--- config.mk ---
export PLATFORM = sky130hd
export DESIGN_NAME = leading_one_expander
export DESIGN_NICKNAME = d
export VERILOG_FILES = /design/src/rtl/leading_one_expander_pkg.sv /design/src/rtl/lo_place.sv /design/src/rtl/leading_one_expander.sv
export SDC_FILE = /design/constraint.sdc
export NUM_CORES = 1
export LEC_CHECK = 0
export ABC_AREA = 1
export BUFFER_PORTS_ARGS = -buffer_cell sky130_fd_sc_hd__buf_2
export CAP_MARGIN = 0
export CELL_PAD_IN_SITES_DETAIL_PLACEMENT = 1
export CELL_PAD_IN_SITES_GLOBAL_PLACEMENT = 1
export CORE_ASPECT_RATIO = 1.25
export CORE_MARGIN = 2
export CORE_UTILIZATION = 42
export DETAILED_ROUTE_END_ITERATION = 8
export GPL_ROUTABILITY_DRIVEN = 1
export PLACE_DENSITY = 0.83
export SETUP_SLACK_MARGIN = 0.4
export SYNTH_ARGS = -nofsm -noshare
export SYNTH_HDL_FRONTEND = slang
export SYNTH_SLANG_ARGS = --single-unit
--- constraint.sdc ---
create_clock -name clk -period 3.45 [get_ports clk]
set_clock_uncertainty 0.05 [all_clocks]
set_input_delay 0.345 -clock clk [delete_from_list [all_inputs] [get_ports clk]]
set_output_delay 0.345 -clock clk [all_outputs]
set_load 0.02 [all_outputs]
--- src/rtl/leading_one_expander_pkg.sv ---
// Shared constants, S1 payload type and position decode for the leading-one expander.
package leading_one_expander_pkg;

  localparam int unsigned WORD_W   = 32;
  localparam int unsigned LOC_W    = 6;
  localparam int unsigned MANT_MAX = 31;

  typedef struct packed {
    logic [LOC_W-1:0]    loc;
    logic [MANT_MAX-1:0] mant;
    logic                err;
  } s1_payload_t;

  // One-hot of bit L-1; all-zero for L = 0 and for out-of-range L.
  function automatic logic [WORD_W-1:0] loc_to_onehot(input logic [LOC_W-1:0] loc);
    logic [WORD_W-1:0] oh;
    for (int unsigned i = 0; i < WORD_W; i++) begin
      oh[i] = (loc == LOC_W'(i + 1));
    end
    return oh;
  endfunction

  function automatic logic loc_is_err(input logic [LOC_W-1:0] loc);
    return loc > LOC_W'(WORD_W);
  endfunction

endpackage

--- src/rtl/lo_place.sv ---
// Combinational placement of the leading one and the mantissa bits below it.
// Optional RECON_MIDPOINT_EN sets the bit just below the mantissa.
module lo_place
  import leading_one_expander_pkg::*;
#(
  parameter int unsigned MANT_W = 4
) (
  input  logic [WORD_W-1:0] onehot,
  input  logic [MANT_W-1:0] mantissa,
  output logic [WORD_W-1:0] word
);

  // Each mantissa bit k lands k+1 places below the leading one; bits shifted
  // past bit 0 fall off naturally.
  always_comb begin
    word = onehot;
    for (int k = 0; k < MANT_W; k++) begin
      word = word | ({WORD_W{mantissa[MANT_W-1-k]}} & (onehot >> (k + 1)));
    end
`ifdef RECON_MIDPOINT_EN
    word = word | (onehot >> (MANT_W + 1));
`endif
  end

endmodule

--- src/rtl/leading_one_expander.sv ---
// Two-stage valid/ready pipeline rebuilding a 32-bit word from a leading-one code.
// Build option: RECON_MIDPOINT_EN (midpoint reconstruction below the mantissa).
module leading_one_expander
  import leading_one_expander_pkg::*;
#(
  parameter int unsigned MANT_W = 4,
  parameter int unsigned CNT_W  = 16
) (
  input  logic              clk,
  input  logic              rst,
  input  logic              in_valid,
  output logic              in_ready,
  input  logic [LOC_W-1:0]  locationOfOne,
  input  logic [MANT_W-1:0] mantissa,
  output logic              out_valid,
  input  logic              out_ready,
  output logic [WORD_W-1:0] out_word,
  output logic              out_err,
  output logic [CNT_W-1:0]  err_count
);

  logic              s1_valid;
  s1_payload_t       s1_q, s1_d;
  logic [WORD_W-1:0] s1_onehot_q, s1_onehot_d;
  logic [WORD_W-1:0] placed;
  logic              s2_adv;
  logic              in_fire;

  assign s2_adv   = !out_valid || out_ready;
  assign in_ready = !s1_valid || s2_adv;
  assign in_fire  = in_valid && in_ready;

  always_comb begin
    s1_d                   = '0;
    s1_d.loc               = locationOfOne;
    s1_d.mant[MANT_W-1:0]  = mantissa;
    s1_d.err               = loc_is_err(locationOfOne);
    s1_onehot_d            = loc_to_onehot(locationOfOne);
  end

  // S1: code plus decoded position.
  always_ff @(posedge clk or posedge rst) begin
    if (rst) begin
      s1_valid    <= 1'b0;
      s1_q        <= '0;
      s1_onehot_q <= '0;
    end else if (in_ready) begin
      s1_valid <= in_valid;
      if (in_valid) begin
        s1_q        <= s1_d;
        s1_onehot_q <= s1_onehot_d;
      end
    end
  end

  lo_place #(
    .MANT_W (MANT_W)
  ) u_lo_place (
    .onehot   (s1_onehot_q),
    .mantissa (s1_q.mant[MANT_W-1:0]),
    .word     (placed)
  );

  // S2: output register, held while the consumer stalls.
  always_ff @(posedge clk or posedge rst) begin
    if (rst) begin
      out_valid <= 1'b0;
      out_word  <= '0;
      out_err   <= 1'b0;
    end else if (s2_adv) begin
      out_valid <= s1_valid;
      if (s1_valid) begin
        out_word <= placed;
        out_err  <= s1_q.err;
      end
    end
  end

  // Counted at acceptance, so stalled or reset-discarded words are still counted.
  always_ff @(posedge clk or posedge rst) begin
    if (rst) begin
      err_count <= '0;
    end else if (in_fire && s1_d.err && (err_count != '1)) begin
      err_count <= err_count + 1'b1;
    end
  end

  // The raw location and upper mantissa bits travel with the payload but the
  // word is built from the registered one-hot.
  logic unused_s1;
  assign unused_s1 = ^{s1_q.loc, s1_q.mant};

endmodule

==> metrics.txt <==
# TYPE chip_impl_metric gauge
chip_impl_info{name="reg2reg_from",value="err_count[0]"} 1
chip_impl_metric{name="io_pins",unit=""} 65
chip_impl_info{name="setup.worst_path.start_class",value="register"} 1
chip_impl_metric{name="synth.distinct_cells",unit=""} 27
chip_impl_info{name="setup.worst_path.end_class",value="register"} 1
chip_impl_metric{name="ant_nets",unit=""} 0
chip_impl_metric{name="grt_first_pass_wirelength",unit="um"} 21700
chip_impl_metric{name="clock_insertion_delay_worst_skew",unit="ns"} 0.34
chip_impl_metric{name="ctsLongestPathBuffers",unit=""} 2
chip_impl_metric{name="rr_worst_depth",unit=""} 8
chip_impl_info{name="worst_r2r_dst",value="err_count[10]"} 1
chip_impl_info{name="critical-path-slowest-cell",value="sky130_fd_sc_hd__dfrtp_1"} 1
chip_impl_metric{name="finalCriticalPeriod",unit="ns"} 1.83
chip_impl_metric{name="worstPathRequired",unit="ns"} 3.68
chip_impl_info{name="class_of_the_worst_hold_path",value="in -> async"} 1
chip_impl_metric{name="dieArea",unit="um^2"} 11700
chip_impl_metric{name="htree_levels",unit=""} 3
chip_impl_metric{name="total_leakage_power",unit="nW"} 2.54
chip_impl_metric{name="numPortBuffers",unit=""} 64
chip_impl_metric{name="area_growth",unit="%"} 15.8
chip_impl_metric{name="worstPathArrival",unit="ns"} 2.05
chip_impl_metric{name="initial_core_util",unit="%"} 43.0
chip_impl_metric{name="syn_inst",unit=""} 591
chip_impl_metric{name="number_of_antenna_violations_at_the_first_check_in_global_routing",unit=""} 0
chip_impl_info{name="cp_top_family",value="simple AND/OR/NAND/NOR gates"} 1
chip_impl_metric{name="power_per_cell_area",unit="nW/um^2"} 524
chip_impl_metric{name="drc_errors",unit=""} 0
chip_impl_metric{name="cts_repair_resize_count",unit=""} 0
chip_impl_metric{name="core.rowCount",unit=""} 42
chip_impl_metric{name="clkSinkCount",unit=""} 88
chip_impl_info{name="ctsRootBufferMaster",value="sky130_fd_sc_hd__clkbuf_16"} 1
chip_impl_info{name="mostFrequentLayoutCells",value="sky130_fd_sc_hd__nand2_1, sky130_fd_sc_hd__dfrtp_1, sky130_fd_sc_hd__buf_2, sky130_fd_sc_hd__a21oi_1, sky130_fd_sc_hd__o21ai_0"} 1
chip_impl_metric{name="drt-wirelength-per-cell",unit="um"} 16.8
chip_impl_info{name="crit_type",value="reg -> reg"} 1
chip_impl_metric{name="final.period_utilization",unit="%"} 52.9
chip_impl_metric{name="finalWirelength",unit="um"} 13100
chip_impl_metric{name="slew_violations",unit=""} 0
chip_impl_metric{name="critPathMaxFanout",unit=""} 15
chip_impl_metric{name="timing.max_slew.rel_slack",unit="%"} 29.6
chip_impl_info{name="crit_path_cell_trace",value="ha_1 -> nand2_1 -> nor2_2 -> nand3_1 -> nor2_2 -> nor2_4 -> nand2_1 -> nand2_1"} 1
chip_impl_metric{name="routed-via-count",unit=""} 4282
chip_impl_metric{name="worst-slew-pin-transition",unit="ns"} 1.06
chip_impl_metric{name="globalplace.congestion",unit=""} 0.838
chip_impl_info{name="crit_start",value="err_count[0]"} 1
chip_impl_metric{name="first_iter_violations",unit=""} 246
chip_impl_metric{name="overflow",unit=""} 0
chip_impl_metric{name="worst-path-stages",unit=""} 8
chip_impl_metric{name="post_synth.cell_area_avg",unit="um^2"} 7.69
chip_impl_metric{name="max_cap_viol_count",unit=""} 0
chip_impl_metric{name="grt_max_degree",unit=""} 65
chip_impl_info{name="layout_commonest_cell",value="sky130_fd_sc_hd__nand2_1"} 1
chip_impl_metric{name="n_fill_cell",unit=""} 1347
chip_impl_metric{name="yosysWarningCount",unit=""} 0
chip_impl_metric{name="core-area",unit="um^2"} 10600
chip_impl_info{name="worst_path_most_repeated_cell",value="sky130_fd_sc_hd__nand2_1"} 1
chip_impl_metric{name="tritoncts.num_buffers",unit=""} 9
chip_impl_metric{name="reg2reg_slack",unit="ns"} 1.63
chip_impl_metric{name="syn_area",unit="um^2"} 4550
chip_impl_info{name="unrepaired_setup_endpoints_after_global_routing",value="no"} 1
chip_impl_metric{name="ys_seq_elements",unit=""} 88
chip_impl_metric{name="fin_setup_tns",unit="ns"} 0
chip_impl_metric{name="detailedRoute.firstPassIterationCount",unit=""} 4
chip_impl_metric{name="fmax",unit="GHz"} 0.548
chip_impl_metric{name="grt_util_all_layers",unit="%"} 23.2
chip_impl_metric{name="synth.yosys.seq_area_share",unit="%"} 48.4
chip_impl_metric{name="fin_ws",unit="ns"} 1.63
chip_impl_metric{name="cp_slowest_stage_delay",unit="ns"} 0.43
chip_impl_metric{name="critical_path.n_buffers_inverters",unit=""} 0
chip_impl_metric{name="layout.nets",unit=""} 656
chip_impl_metric{name="ctsHoldBuffers",unit=""} 0
chip_impl_metric{name="path_clk_slew",unit="ns"} 0.06
chip_impl_metric{name="mappedNetlistNets",unit=""} 606
chip_impl_metric{name="ir_drop_worst_case_vdd",unit="uV"} 241
chip_impl_metric{name="final_hold_viol_count",unit=""} 0
chip_impl_metric{name="postCtsSetupBuffers",unit=""} 0
chip_impl_metric{name="die_h",unit="um"} 120
chip_impl_metric{name="route.detailed.vias_per_inst",unit=""} 5.51
chip_impl_metric{name="vias_in_the_first_global_route",unit=""} 4462
chip_impl_metric{name="hpwl_after_dpl",unit="um"} 9340
chip_impl_metric{name="drive_above_1_share",unit="%"} 17.1
chip_impl_metric{name="die-width",unit="um"} 97.1
chip_impl_metric{name="diodes",unit=""} 0
chip_impl_metric{name="post_place_worst_slack",unit="ns"} 1.63
chip_impl_info{name="run_status",value="finished clean"} 1
chip_impl_metric{name="final-setup-viol-count",unit=""} 0
chip_impl_info{name="cts_tree",value="done"} 1
[kinds of logic after synthesis]
logic type | share of synthesized area [%]
simple gates | 29.1
flops | 48.4
fa+ha+maj | 0.275
buf+inv | 5.31
xor+xnor | 1.35
compound gates | 15.5
[worst max-delay path by stage]
stage | endpoint | slack (ns)
3_3_place_gp | err_count[13] | 1.77
2_1_floorplan | err_count[0] | 0.78
3_5_place_dp | err_count[10] | 1.63
4_1_cts | err_count[10] | 1.60
6_report | err_count[10] | 1.63
5_1_grt | out_word[18] | 1.47
[power by group]
part | internal [mW] | switching (mW) | leakage (nW)
Clock | 0.724 | 0.396 | 0.163
Sequential | 1.11 | 0.131 | 1.20
Combinational | 0.118 | 0.284 | 1.18
Total | 1.95 | 0.811 | 2.54
[through the flow]
| stage | cells | hold WS [ns] | util, % | area [um^2] | total power [mW] |
|---|---|---|---|---|---|
| 2_1_floorplan | 591 | 0.402 | - | 4550 | 1.51 |
| 3_3_place_gp | 762 | 0.412 | 46.6 | 4930 | 1.64 |
| 3_5_place_dp | 762 | 0.428 | 46.6 | 4930 | 1.66 |
| 4_1_cts | 777 | 0.138 | 49.8 | 5260 | 2.79 |
| 5_1_grt | 777 | 0.149 | 49.8 | 5260 | 2.88 |
| 6_report | 777 | 0.116 | 49.8 | 5260 | 2.76 |
[layout make-up]
cell class | count | area (um^2) | share of cell area (%)
multi-input cells | 445 | 2100 | 40.0
clock inverters | 3 | 90.1 | 1.71
inverters | 30 | 114 | 2.16
clock buffers | 12 | 246 | 4.68
well taps | 132 | 165 | 3.14
repair buffers | 67 | 343 | 6.51
flip-flops and latches | 88 | 2200 | 41.8
[sequential cells by signal, summed over array words and instances, names as in the netlist]
name / cells
out_word: 32
s1_onehot_q: 32
err_count: 16
s1_q: 5
out_err: 1
out_valid: 1
s1_valid: 1
[synth_stat cells]
master,instances,share of area (%)
sky130_fd_sc_hd__nand2_1,207,17
sky130_fd_sc_hd__dfrtp_1,88,48
sky130_fd_sc_hd__a21oi_1,61,6.7
sky130_fd_sc_hd__o21ai_0,46,5.1
sky130_fd_sc_hd__nand3_1,41,4.5
sky130_fd_sc_hd__inv_1,25,2.1
sky130_fd_sc_hd__clkbuf_1,19,1.6
sky130_fd_sc_hd__nor2_1,18,1.5
sky130_fd_sc_hd__o31ai_1,15,2.5
sky130_fd_sc_hd__nand4_1,14,1.9
sky130_fd_sc_hd__nand2_2,13,1.8
sky130_fd_sc_hd__buf_2,7,0.77
sky130_fd_sc_hd__o21ai_1,7,0.77
sky130_fd_sc_hd__nor2_2,5,0.69
sky130_fd_sc_hd__inv_2,4,0.33
sky130_fd_sc_hd__xor2_1,4,0.77
sky130_fd_sc_hd__nor2_4,3,0.74
sky130_fd_sc_hd__xnor2_1,3,0.58
sky130_fd_sc_hd__buf_6,2,0.50
sky130_fd_sc_hd__nand3_2,2,0.44
sky130_fd_sc_hd__a21oi_2,1,0.19
sky130_fd_sc_hd__a31oi_1,1,0.14
sky130_fd_sc_hd__a41oi_1,1,0.19
sky130_fd_sc_hd__clkinv_1,1,0.082
sky130_fd_sc_hd__ha_1,1,0.28
sky130_fd_sc_hd__nand2_4,1,0.25
sky130_fd_sc_hd__nand3b_1,1,0.17
[per-layer routing]
layer / GRT usage (%) / up-vias / wire [um] / part of all wire, %
li1: - / 2054 / - / -
met1: 27.9 / 2110 / 5400 / 41
met2: 41.1 / 97 / 6850 / 52
met3: 2.77 / 21 / 498 / 3.8
met4: 11.4 / 0 / 313 / 2.4
met5: 0 / - / 0 / 0
Power figures use the tool's default switching activity.
